## src/rtl/pdp8_stim_sequencer.sv

```systemverilog
// Stimulus sequencer for the EXEC unit: optional CLA/NOP preamble, then LFSR-driven
// mem/op7 opcode phases paced by EXEC stall, with busy/done/count status.
module pdp8_stim_sequencer #(
   parameter int unsigned           ADDR_WIDTH  = 12,
   parameter logic [ADDR_WIDTH-1:0] START_ADDR  = ADDR_WIDTH'(12'o200),
   parameter logic [17:0]           SEED        = 18'h2A5F3,
   parameter int unsigned           NUM_MEM     = 1000,
   parameter int unsigned           NUM_OP7     = 100,
   parameter int unsigned           HOLD_CYC    = 4,
   parameter bit                    PREAMBLE_EN = 1'b1,
   parameter bit                    ONEHOT_EN   = 1'b0
) (
   input  logic                  clk,
   input  logic                  reset_n,
   input  logic                  start,
   input  logic [1:0]            mode,
   input  logic                  stall,
   input  logic [ADDR_WIDTH-1:0] PC_value,
   output logic                  ifu_rd_req,
   output logic [ADDR_WIDTH-1:0] ifu_rd_addr,
   output logic [ADDR_WIDTH-1:0] base_addr,
   output logic [17:0]           pdp_mem_opcode,
   output logic [21:0]           pdp_op7_opcode,
   output logic                  busy,
   output logic                  done,
   output logic [31:0]           instr_count
);

   localparam int unsigned MEM_W  = 18;
   localparam int unsigned OP7_W  = 22;
   localparam int unsigned LFSR_W = 18;
   localparam int unsigned TOTAL  = NUM_MEM + NUM_OP7;
   localparam int unsigned CNT_W  = $clog2(TOTAL);
   localparam int unsigned HOLD_W = (HOLD_CYC > 2) ? $clog2(HOLD_CYC) : 1;

   localparam logic [HOLD_W-1:0] HOLD_FULL   = HOLD_W'(HOLD_CYC - 1);
   localparam logic [HOLD_W-1:0] HOLD_SETTLE = HOLD_W'((HOLD_CYC > 1) ? HOLD_CYC - 2 : 0);
   localparam logic [LFSR_W-1:0] SEED_EFF    = (SEED == '0) ? LFSR_W'(1) : SEED;
   localparam logic [OP7_W-1:0]  OP7_CLA     = OP7_W'(22'h000800);
   localparam logic [OP7_W-1:0]  OP7_NOP     = OP7_W'(22'h000001);

   typedef enum logic [3:0] {
      S_IDLE, S_PRE_WAIT, S_CLA, S_CLA_HOLD, S_NOP_WAIT, S_NOP, S_NOP_HOLD,
      S_SETTLE, S_MEM_RUN, S_OP7_RUN, S_MIX_RUN, S_DONE
   } state_e;

   state_e              state_q, state_d, run_st;
   logic [LFSR_W-1:0]   lfsr_q, lfsr_d, lfsr_adv;
   logic [MEM_W-1:0]    mem_q, mem_d, mem_word;
   logic [OP7_W-1:0]    op7_q, op7_d, op7_word;
   logic [31:0]         count_q, count_d;
   logic                busy_q, busy_d, done_q, done_d;
   logic [HOLD_W-1:0]   hold_q, hold_d;
   logic [CNT_W-1:0]    issue_q, issue_d, issue_last;
   logic [1:0]          mode_q, mode_d;
   logic                settle_armed_q, settle_armed_d;
   logic                load_nop, load_zero, issue_mem;
   logic [5:0]          oh_flags;
   logic                unused_pc;

   assign unused_pc = ^PC_value;

   // Candidate opcodes come from the advanced LFSR value so the first issue sees SEED stepped once
   assign lfsr_adv = {lfsr_q[16:0], lfsr_q[17] ^ lfsr_q[10]};

   always_comb begin
      oh_flags = '0;
      case (lfsr_adv[17:15])
         3'd0, 3'd6: oh_flags = 6'b000001;
         3'd1, 3'd7: oh_flags = 6'b000010;
         3'd2:       oh_flags = 6'b000100;
         3'd3:       oh_flags = 6'b001000;
         3'd4:       oh_flags = 6'b010000;
         3'd5:       oh_flags = 6'b100000;
      endcase
   end

   assign mem_word = ONEHOT_EN ? {oh_flags, lfsr_adv[11:0]} : lfsr_adv;
   assign op7_word = {lfsr_adv[3:0], lfsr_adv};

   always_comb begin
      case (mode_q)
         2'b10:   run_st = S_OP7_RUN;
         2'b11:   run_st = S_MIX_RUN;
         default: run_st = S_MEM_RUN;
      endcase
   end

   always_comb begin
      case (state_q)
         S_MEM_RUN: issue_last = CNT_W'(NUM_MEM - 1);
         S_OP7_RUN: issue_last = CNT_W'(NUM_OP7 - 1);
         default:   issue_last = CNT_W'(TOTAL - 1);
      endcase
   end

   // Next-state and next-output logic
   always_comb begin
      state_d        = state_q;
      lfsr_d         = lfsr_q;
      mem_d          = mem_q;
      op7_d          = op7_q;
      count_d        = count_q;
      busy_d         = busy_q;
      done_d         = done_q;
      hold_d         = hold_q;
      issue_d        = issue_q;
      mode_d         = mode_q;
      settle_armed_d = settle_armed_q;
      load_nop       = 1'b0;
      load_zero      = 1'b0;
      issue_mem      = 1'b0;

      case (state_q)
         S_IDLE, S_DONE: begin
            mem_d = '0;
            op7_d = '0;
            if (state_q == S_DONE) begin
               busy_d = 1'b0;
               done_d = 1'b1;
            end
            if (start) begin
               busy_d         = 1'b1;
               done_d         = 1'b0;
               count_d        = '0;
               issue_d        = '0;
               mode_d         = mode;
               settle_armed_d = 1'b0;
               state_d        = PREAMBLE_EN ? S_PRE_WAIT : S_SETTLE;
            end
         end
         S_PRE_WAIT: begin
            if (!stall) begin
               mem_d   = '0;
               op7_d   = OP7_CLA;
               hold_d  = HOLD_FULL;
               state_d = S_CLA;
            end
         end
         S_CLA, S_CLA_HOLD: begin
            if (hold_q != '0) begin
               hold_d  = hold_q - HOLD_W'(1);
               state_d = S_CLA_HOLD;
            end else if (stall) begin
               state_d = S_NOP_WAIT;
            end else begin
               load_nop = 1'b1;
            end
         end
         S_NOP_WAIT: load_nop = !stall;
         S_NOP, S_NOP_HOLD: begin
            if (hold_q != '0) begin
               hold_d  = hold_q - HOLD_W'(1);
               state_d = S_NOP_HOLD;
            end else if (stall) begin
               settle_armed_d = 1'b0;
               state_d        = S_SETTLE;
            end else begin
               load_zero = 1'b1;
            end
         end
         S_SETTLE: begin
            if (!settle_armed_q) begin
               load_zero = !stall;
            end else if (hold_q == '0) begin
               state_d = run_st;
            end else begin
               hold_d = hold_q - HOLD_W'(1);
            end
         end
         S_MEM_RUN, S_OP7_RUN, S_MIX_RUN: begin
            if (!stall) begin
               issue_mem = (state_q == S_MEM_RUN) || ((state_q == S_MIX_RUN) && !lfsr_adv[0]);
               lfsr_d    = lfsr_adv;
               count_d   = (&count_q) ? count_q : count_q + 32'd1;
               mem_d     = issue_mem ? mem_word : '0;
               op7_d     = issue_mem ? '0 : op7_word;
               if (issue_q == issue_last) begin
                  issue_d = '0;
                  state_d = ((state_q == S_MEM_RUN) && (mode_q == 2'b00)) ? S_OP7_RUN : S_DONE;
               end else begin
                  issue_d = issue_q + CNT_W'(1);
               end
            end
         end
         default: state_d = S_IDLE;
      endcase

      if (load_nop) begin
         mem_d   = '0;
         op7_d   = OP7_NOP;
         hold_d  = HOLD_FULL;
         state_d = S_NOP;
      end
      // Zero window counts its last cycle inside the RUN state, before the first issue edge
      if (load_zero) begin
         mem_d          = '0;
         op7_d          = '0;
         settle_armed_d = 1'b1;
         hold_d         = HOLD_SETTLE;
         state_d        = (HOLD_CYC > 1) ? S_SETTLE : run_st;
      end
   end

   always_ff @(posedge clk) begin
      if (!reset_n) begin
         state_q        <= S_IDLE;
         lfsr_q         <= SEED_EFF;
         mem_q          <= '0;
         op7_q          <= '0;
         count_q        <= '0;
         busy_q         <= 1'b0;
         done_q         <= 1'b0;
         hold_q         <= '0;
         issue_q        <= '0;
         mode_q         <= '0;
         settle_armed_q <= 1'b0;
      end else begin
         state_q        <= state_d;
         lfsr_q         <= lfsr_d;
         mem_q          <= mem_d;
         op7_q          <= op7_d;
         count_q        <= count_d;
         busy_q         <= busy_d;
         done_q         <= done_d;
         hold_q         <= hold_d;
         issue_q        <= issue_d;
         mode_q         <= mode_d;
         settle_armed_q <= settle_armed_d;
      end
   end

   assign ifu_rd_req     = 1'b0;
   assign ifu_rd_addr    = '0;
   assign base_addr      = START_ADDR;
   assign pdp_mem_opcode = mem_q;
   assign pdp_op7_opcode = op7_q;
   assign busy           = busy_q;
   assign done           = done_q;
   assign instr_count    = count_q;

endmodule

```

## config.mk

```make
export PLATFORM = sky130hd
export DESIGN_NAME = pdp8_stim_sequencer
export DESIGN_NICKNAME = d
export VERILOG_FILES = /design/src/rtl/pdp8_stim_sequencer.sv
export SDC_FILE = /design/constraint.sdc
export NUM_CORES = 1
export LEC_CHECK = 0
export CAP_MARGIN = 20
export CORE_ASPECT_RATIO = 0.75
export CORE_MARGIN = 10
export CORE_UTILIZATION = 53
export CTS_BUF_LIST = sky130_fd_sc_hd__clkbuf_8
export DETAILED_ROUTE_END_ITERATION = 8
export GPL_ROUTABILITY_DRIVEN = 0
export PLACE_DENSITY = 0.84
export SKIP_CTS_REPAIR_TIMING = 1
export SLEW_MARGIN = 20
export SYNTH_ARGS = -nofsm -noshare
export SYNTH_HDL_FRONTEND = slang
export SYNTH_SLANG_ARGS = --single-unit
```

## constraint.sdc

```tcl
create_clock -name clk -period 2.55 [get_ports clk]
set_input_delay 0.3825 -clock clk [delete_from_list [all_inputs] [get_ports clk]]
set_output_delay 0.3825 -clock clk [all_outputs]
set_load 0.01 [all_outputs]
```

* Word level (Yosys, flattened, before mapping)
Index checks and enable logic that the tools add are counted.
** Storage, ports and cells
- Output and inout port bits :: 99
- Bits in registers :: 112
** Cells by class
- Bitwise logic cells :: 4
- Eq/ne operators :: 42
- Reductions and logical operators :: 36
- Add/sub/neg operators :: 3
- Muxes and demuxes :: 54
** Operators by type and width (number)
- 32-bit two-way mux :: 3
- 22-bit two-way mux :: 3
- 22-bit case mux with 3 select lines :: 1
- 32-bit case mux with 2 select lines :: 1
- 18-bit two-way mux :: 3
- 18-bit case mux with 3 select lines :: 1
- 11-bit case mux with 2 select lines :: 2
- 4-bit two-way mux :: 10
- 11-bit two-way mux :: 3
- 32-bit by 1-bit adder with 32-bit output, second input constant :: 1
- 32-bit AND reduction :: 1
- 3-bit != test, second input constant :: 10
- 4-bit != test, second input constant :: 7
- 4-bit case mux with 7 select lines :: 1
- 9-bit AND reduction :: 2
- 4-bit by 3-bit equality test with 1-bit output, second input constant :: 4
- 4-bit equality test, second input constant :: 4
- 2-bit two-way mux :: 7
- 2-bit != test, second input constant :: 7
- 1-bit two-way mux :: 12
- 11-bit by 1-bit adder with 11-bit output, second input constant :: 1
- 11-bit equality test :: 1
- 5-bit != test, second input constant :: 2
- 5-bit AND reduction :: 2
- 27 further kinds :: 50

* Depth between registers and ports, before layout
Gate-level depths: netlist of run 1.
- Depth in word-level cells :: 8
- Gate-level depth with buffers :: 10
- Depth with buffers taken out :: 8

* Least setup slack after synthesis of run 1
No wires, ideal clock.
- Kind :: reg2reg
- Start point :: register hold_q[0]
- End point :: register op7_q[9], in the netlist pdp_op7_opcode[9]
- Arrival :: 1860 ps
- Cell stages (with the launch flop) :: 11
- Path buffers :: 2
- Data required time :: 2433 ps
- Period minus slack after synthesis :: 1976 ps
- Slack :: 574 ps
- Setup time :: 117 ps
- Cells stage by stage :: dfxtp_1 -> inv_1 -> ha_1 -> clkbuf_1 -> nor2b_1 -> o21ai_0 -> a211oi_1 -> nor2_1 -> nand2_2 -> buf_4 -> nor2_1
** On the way
- Longest elaborated chain between the ends :: 4
- Elaborated cells between the ends (all ways) :: 5
- Those cells by class :: mux: 3; reduce/logical: 2
** RTL lines
- from (decl) :: line 53 : logic [HOLD_W-1:0] hold_q, hold_d;
- from (signal assigned) :: line 226 : hold_q <= hold_d;
- 2-bit nonzero test * :: line 141, 152
- 1-bit two-way mux * :: line 141 : if (hold_q != '0) begin
- 1-bit case mux with 2 select lines :: line 114 : case (state_q)
- 3-bit OR reduction (no line) *
- to (signal assigned) :: line 222 : op7_q <= op7_d;
- to (decl) :: line 50 : logic [OP7_W-1:0] op7_q, op7_d, op7_word;
Mark *: on every way between the ends. The rest lies on a longest branch, timed or not.
A chain may end at the register's enable or synchronous reset.

* Worst setup path after layout of run 1
- Start point :: register state_q[1]
- End point :: register state_q[2]
** On the way
- Longest elaborated chain between the ends :: 5
- Elaborated cells between the ends (all ways) :: 33
- Those cells by class :: eq/ne: 21; mux: 6; reduce/logical: 6
** RTL lines
- from (decl) :: line 47 : state_e state_q, state_d, run_st;
- from (signal assigned) :: line 219 : state_q <= state_d;
- 4-bit equality test, or another cell as far along :: line 90, 114
- 11-bit case mux with 2 select lines, or another cell as far along :: line 90 : case (state_q)
- 11-bit equality test, or another cell as far along :: line 178 : if (issue_q == issue_last) begin
- 4-bit != test (no line), or another cell as far along
- 9-bit AND reduction (no line) / 3-bit two-way mux (equally long branches)
Parallel ways exist; a longest one is shown, timed or not.

==> results list, run 1 <==
- Outcome: complete, no violations
* Setup ws final: about 0.25 ns
- Once detail routing completed, the nets flagged for antenna violations numbered 0.
- Die Area: around 14000 sq um
* FMAX: between 0.4 and 0.5 GHz
* Cell Chain, Critical Path: nand2_1 > a31oi_1 > nor2_1 > nor4_2 > o21ai_0 > o311a_1
- about 120 I/O pins were placed.
* Nature of the critical path startpoint: flip-flop
- Final standard cell count with taps included and fillers excluded: ~850
* Maximum number of pins on one net before global-route repair: 39
- Wire per inst: 16.5 microns
- Power consumption: roughly 4 mW
- The clock net in this run drives a total of ~110 sinks.
- Detailed router's first-iteration violation count: between 400 and 500
* Routed wire length: between 10000 and 15000 microns
* Layout area overhead: 19.0%
- Reg2reg setup slack: approximately 0.25 ns
- Iteration count of the initial detailed-routing pass: 5
- Number of buffers on the longest clock path: 2
* Detailed-route DRC error count: 0
- The internal portion of the total power is roughly 2.6 mW.
- The finished cells cover between 6000 and 7000 sq um.
- Power spread over the standard cell area amounts to roughly 640 nW/um^2.
- The synthesized netlist occupies a cell area of approximately 5300 sq um.
- Global routing usage summed across all routing layers: 0.187
- Max-cap violations in this run came to 0.
- The initial antenna violation count came to 0.
* Portion of netlist area occupied by mux cells: 0.00965
- In this run the clock root is driven by a sky130_fd_sc_hd__clkbuf_8.
* Global-route wire length before repair: 22900 microns
* Share of post-route cells with drive strength above 1: 0.105
- During synthesis, Yosys emitted a total of 0 warnings.
- Clock slew at reported path FFs: around 0.10 ns
- The floorplan has 31 rows.
- CTS tree: done
- Setup tns final: 0 ns
- Period utilization: 0.901
- Simple-Gate Fraction of Synth Area: 0.286
* Clock group share of total power: 0.245
- Leading area contributor after synthesis: sky130_fd_sc_hd__dfxtp_1
- Library cell with the highest instance count after synthesis: sky130_fd_sc_hd__dfxtp_1
- The die is roughly 110 microns tall.
- After filler insertion, the fill cell instance count of the layout stands at 808.
- Cell with the largest stage delay on the worst path: sky130_fd_sc_hd__dfxtp_1
- In this run the mean area of a mapped cell was about 8.4 sq um.
- The share of total power dissipated in sequential elements is 0.465.
* Post-synth top area share: 0.411
* Arrival time reported for the critical path endpoint: ~2.6 ns
- The clock arrives with about 0.018 ns of skew.
- Htree depth: 3
* N_diodes: 0
- For this run, the register share of the synthesized area comes to 0.411.
- Area of the core: around 10000 sq um
- Global routing finished with a remaining overflow of 0.
* Combinational share of power: 0.290
- The number of global-route vias before repair is 4616.
* Post-detailed-placement half-perimeter wirelength: around 10000 microns
* Relative slew slack: 0.597
* Unrepaired setup endpoints after global routing: false
* Total via count in the routed design: 4826
- Counting flops with a built-in enable in the synthesized netlist gives 0.
* Total of flip-flops plus latches after synthesis: roughly 110
- Number of nets in the layout: 730
* Clock Latency Late Sink: slightly below 0.4 ns
- Worst-case setup slack after placement: roughly 0.23 ns
- The floorplan step set the die width to 136 microns.
- Ranked by total cell area, the synthesized netlist is headed by sky130_fd_sc_hd__dfxtp_1, sky130_fd_sc_hd__nor2_1, sky130_fd_sc_hd__xor2_1.
- The worst path in the final design needs a cycle of around 2.3 ns, including I/O delays and setup.
- The synthesized-area fraction occupied by ao, oa, aoi and oai cells was 0.135.
* Commonest cells post-synth: sky130_fd_sc_hd__dfxtp_1, sky130_fd_sc_hd__nor2_1, sky130_fd_sc_hd__nand2_1, sky130_fd_sc_hd__nand3_1, sky130_fd_sc_hd__a21oi_1
- Adder-cell area share of the yosys netlist: 0.00706
- The analysis attributes to net switching a power of 1.45 mW.
* Number of unique standard cell types used by synthesis: 69
- Placed Cells: a little over 800
- Pin slew with the least headroom to its limit: around 0.6 ns
* Worst IR Drop VDD: ~0.36 mV
* Starting Density: 0.546
- Largest driver fanout on the critical path: 16
- Counting every instance in the synthesized netlist gives 636.
- The most used flip-flop cell after synthesis is sky130_fd_sc_hd__dfxtp_1.
* Worst hold-check path type: reg -> reg
* Drt via density: between 5 and 6
* Final count of negative-setup-slack endpoints: 0
- The count of buffers added on input and output ports is between 70 and 80.
- TritonCTS buffer count: 9
* Maximum single-stage delay on the critical path: between 0.6 and 0.7 ns
- The final-report max-slew violation count was 0.
- In this run the cell area measured after placement is approximately 6100 sq um.
- Switching share of power: 0.358
- Type of the setup path with the least slack: reg -> reg
* FFs w/ async S/R, synth: 0
- Of the total synthesized cell area, the portion taken by XOR and XNOR cells is 0.0610.
- Summed over all cells, the static leakage comes to roughly 2.3 nW.
- STA classifies the critical path endpoint as a flip-flop.
- Data on the critical path is required at its endpoint by approximately 2.8 ns.
* Final Hold Fails: 0
- After synthesis, the largest family of logic cells by area is simple AND/OR/NAND/NOR gates.
==> power by group through the flow <==
stage               Sequential, mW  Combinational (mW)  Clock [mW]
finish                        1.88                1.17       0.992
global route                  1.89                1.29        1.08
CTS                           1.88                1.16        1.01
detailed placement            1.92                1.15           0
global placement              1.91                1.11           0
floorplan                     1.86               0.934           0
==> stage by stage <==
step / util / hold slack (ns)
final: 0.649 / 0.463
after global routing: 0.649 / 0.481
after CTS: 0.649 / 0.465
after detailed placement: 0.630 / 0.450
after global placement: 0.630 / 0.442
after floorplan: - / 0.458
==> cell usage in the layout, fill, tap and decap left out, types with 16 or more instances in the layout <==
cell and instances:
sky130_fd_sc_hd__a21oi_1 48, sky130_fd_sc_hd__nand3_1 50, sky130_fd_sc_hd__nand2_1 72, sky130_fd_sc_hd__nor2_1 78, sky130_fd_sc_hd__conb_1 25, sky130_fd_sc_hd__clkdlybuf4s50_1 79, sky130_fd_sc_hd__dfxtp_1 109, sky130_fd_sc_hd__a22oi_1 16
sky130_fd_sc_hd__buf_4 25, sky130_fd_sc_hd__nand4_1 23, sky130_fd_sc_hd__xor2_1 32
==> flip-flops by register name, indices dropped and copies added, names as in the netlist <==
register and cells:
instr_count 32, pdp_op7_opcode 19, lfsr_q 18, pdp_mem_opcode 18, issue_q 11, state_q 4
hold_q 2, mode_q 2, busy 1, done 1, settle_armed_q 1
==> path summary, 6_finish.rpt <==
check / from / end / cells after the start
worst max register to register: state_q[1]$_SDFFE_PN0P_ / state_q[2]$_SDFFE_PN0P_ / 6
worst min register to register: pdp_mem_opcode[13]$_SDFFE_PP0P_ / pdp_mem_opcode[13]$_SDFFE_PP0P_ / 2
worst max-delay path: state_q[1]$_SDFFE_PN0P_ / state_q[2]$_SDFFE_PN0P_ / 6
worst min-delay path: pdp_mem_opcode[13]$_SDFFE_PP0P_ / pdp_mem_opcode[13]$_SDFFE_PP0P_ / 2
==> cell families after synthesis <==
group           Yosys count
simple gates            295
other cells               2
buf+inv                  77
flops                   109
mux                       5
fa+ha+maj                 3
xor+xnor                 37
compound gates          108
==> critical path: cells and delay by family (launching register included) <==
kind	cells	cell delay, ns
AOI/OAI and AO/OA	3	0.64
DFF	1	0.69
and+or+nand+nor	3	0.86
==> layer usage <==
| metal | vias to the layer above | routed length [microns] | GRT usage |
|---|---|---|---|
| met5 | - | 0 | 0 |
| met4 | 0 | 143 | 0.0460 |
| met1 | 2309 | 6160 | 0.243 |
| met2 | 191 | 6570 | 0.301 |
| li1 | 2308 | - | - |
| met3 | 18 | 1130 | 0.0536 |
==> cell type report <==
type / instances / area [sq um] / share of cell area
clock buffer: 11 / 151 / 0.0239
clock inverter: 5 / 35.0 / 0.00554
inverter: 11 / 41.3 / 0.00653
multi-input combinational: 473 / 2750 / 0.435
sequential: 109 / 2180 / 0.345
tap: 132 / 165 / 0.0261
timing repair buffer: 105 / 998 / 0.158
Note: power is estimated with default switching activity, not from simulation.
==> run 2: changes to the inputs <==
- CORE_UTILIZATION: 53 -> 57
- PLACE_DENSITY: 0.84 -> 0.9
- TNS_END_PERCENT: default -> 30
- clock period: 2.55 -> 2.8 ns (I/O delays scaled with it)
==> results list, run 2 (synthesis results as in run 1) <==
* Starting Density: 0.585 (+0.0392)
* Antenna Nets Post-Route: 0 (unchanged)
* FMAX: 0.439 GHz (+0.85%)
- Iteration count of the initial detailed-routing pass: 6 (+1)
- The overall via count from detail_route came to 4905 (+1.6%).
- Outcome: complete, no violations
* Most repeated library cell on the critical path: sky130_fd_sc_hd__nand4_1
- Unrepaired setup endpoints after global routing: false
- The non-filler instance count after layout was 837 (-1.1%).
- The final critical path time including I/O delays and setup is 2.28 ns (-0.0195 ns).
* Maximum number of pins on one net before global-route repair: 39 (unchanged)
- Routed wire length: 14100 microns (+0.70%)
- The worst vdd rail ir drop was 0.414 mV (+16%).
* Seq pwr share: 0.446 (-0.019)
- The fraction of the core area covered by cells at the end of the flow was 0.693 (+0.0434).
- The number of inserted filler cells in the final layout was 691 (-14%).
* Detailed-route DRC error count: 0 (unchanged)
- The vertical die dimension was 104 microns (-2.9%).
- Final standard cell area without fillers: 6290 sq um (-0.46%)
- The aggregate global routing overflow is 0 (unchanged).
- The net switching share of the total power came to 0.356 (-0.00276).
* Global routing usage summed across all routing layers: 0.197 (+0.0100)
- Standby leakage power: 2.26 nW (-0.33%)
- The part of the total power dissipated in the clock network came to 0.259 (+0.014).
* Initial antenna violation count: 0 (unchanged)
- Htree depth: 3 (unchanged)
- The minimum setup slack in the final design is 0.521 ns (+0.269 ns).
* Net switching power: 1.34 mW (-7.4%)
- The tree is rooted in a sky130_fd_sc_hd__clkbuf_8.
* Sinks on the clock net: 109 (unchanged)
* Drt via density: 5.86 (+2.7%)
* Worst-case setup slack after placement: 0.263 ns (+0.0305 ns)
- Detailed router's first-iteration violation count: 656 (+35%)
- Hold Worst Slack: 0.453 ns (-0.00982 ns)
- The post-detailed-route wirelength per cell came to 16.8 microns (+1.8%).
* Power consumption: 3.78 mW (-6.7%)
* Number of buffers on the longest clock path: 2 (unchanged)
- The row count is 30 (-3.2%).
* Cell internal power dissipation: 2.44 mW (-6.3%)
- The count of final setup violators is 0 (unchanged).
- Cell Chain, Critical Path: nand4_2 > nor3_1 > nand4_1 > buf_4 > nand4_1 > xor2_1 > nor2_1
* Number of flip-flops under the largest register name: 32 (unchanged)
- The max-slew headroom at the worst pin came to 0.592 (-0.00468).
* Worst hold-check path type: reg -> reg
- The accumulated negative setup slack is 0 ns (unchanged).
* Most frequent cells in the layout: sky130_fd_sc_hd__dfxtp_1, sky130_fd_sc_hd__clkdlybuf4s50_1, sky130_fd_sc_hd__nor2_1
* Maximum capacitance violations: 0 (unchanged)
* Buffering stage count on the worst path with inverters included: 1 (+1)
- Layout area overhead: 18.4%
- Area of the core: 9080 sq um (-6.7%)
- Final Hold Fails: 0 (unchanged)
- The wire length of the first global-routing pass is 23000 microns (+0.24%).
* Share of post-route cells with drive strength above 1: 0.0973 (-0.00772)
- Worst setup EP type: flip-flop
- Cell with the largest stage delay on the worst path: sky130_fd_sc_hd__nor3_1
- Nature of the critical path startpoint: flip-flop
- TritonCTS built the clock tree.
- The total placed instance area is 6090 sq um (-0.69%).
- The maximum fanout encountered on the critical timing path came to 19 (+3).
- The delay of the slowest cell on the worst path was 0.57 ns (-0.12 ns).
- TritonCTS buffer count: 9 (unchanged)
- Number of nets in the layout: 725 (-0.68%)
- N_diodes: 0 (unchanged)
- Clock slew at reported path FFs: 0.10 ns (about the same)
* Combinational share of power: 0.294 (+0.004)
* Count of port buffers added during placement: 79 (unchanged)
- CP delay by family, top: simple AND/OR/NAND/NOR gates
* Clock Latency Late Sink: 0.39 ns (about the same)
- Power density of the placed cells: 600 nW/um^2 (-6.3%)
- The number of primary I/O pins was 117 (unchanged).
* Number of pins with negative max-slew slack in the final report: 0 (unchanged)
- Number of global-route vias before repair: 4617 (+0.022%)
- Type of the setup path with the least slack: reg -> reg
* Horizontal die dimension: 132 microns (-3.0%)
- Pin slew with the least headroom to its limit: 0.608 ns (+0.00685 ns)
- The arrival time reported for the critical path endpoint was 2.55 ns (-0.02 ns).
- Post-detailed-placement half-perimeter wirelength: 10100 microns (-0.59%)
- The number of placed instances, taps included came to 821 (-1.1%).
- Most common library cell in the layout ignoring fill and taps: sky130_fd_sc_hd__dfxtp_1
* Die Area: 13600 sq um (-5.9%)
- Crit path required time: 3.07 ns (+0.24 ns)
- Largest clock skew in the final design: 0.0117 ns (-0.00618 ns)
* Period utilization: 0.814 (-0.0874)
## run 2: changes by cell type in the layout (fill, tap and decap cells not counted)
cell / delta
sky130_fd_sc_hd__bufinv_16: +1
sky130_fd_sc_hd__clkinvlp_4: -2
sky130_fd_sc_hd__clkbuf_8: -1
sky130_fd_sc_hd__inv_6: +1
sky130_fd_sc_hd__buf_4: -5
sky130_fd_sc_hd__inv_1: +1
## run 2: worst paths after layout
check	start	to	slack, ns	cells past startpoint
min	pdp_mem_opcode[12]$_SDFFE_PP0P_	pdp_mem_opcode[12]$_SDFFE_PP0P_	0.45	2
max reg2reg	instr_count[13]$_SDFFE_PN0P_	instr_count[23]$_SDFFE_PN0P_	0.52	7
max	instr_count[13]$_SDFFE_PN0P_	instr_count[23]$_SDFFE_PN0P_	0.52	7
min reg2reg	pdp_mem_opcode[12]$_SDFFE_PP0P_	pdp_mem_opcode[12]$_SDFFE_PP0P_	0.45	2
## run 2: area by class of cell
cell class	count	area, sq um	share of cell area
inverter	11	41.3	0.00656
multi-input combinational	473	2750	0.437
clock inverter	6	62.6	0.00994
timing repair buffer	100	961	0.153
sequential	109	2180	0.347
tap	128	160	0.0254
clock buffer	10	138	0.0219
## run 2: routing by layer
layer	global-route usage	part of all wire	up-vias
li1	-	-	2295
met1	0.243	0.41	2340
met2	0.328	0.49	246
met3	0.0531	0.086	24
met4	0.0634	0.015	0
met5	0	0	-
## run 2: power groups by stage
stage                     Combinational, mW  Clock [mW]  Sequential [mW]
after floorplan                       0.850           0             1.70
after global placement                 1.04           0             1.71
after detailed placement               1.08           0             1.72
after CTS                              1.09       0.982             1.68
after global routing                   1.20        1.04             1.69
final                                  1.11       0.980             1.69
## run 2: worst min-delay path, stage by stage (launching register included)
cell and delay [ns]:
sky130_fd_sc_hd__dfxtp_1 0.32, sky130_fd_sc_hd__nand2_1 0.05, sky130_fd_sc_hd__a21oi_1 0.05
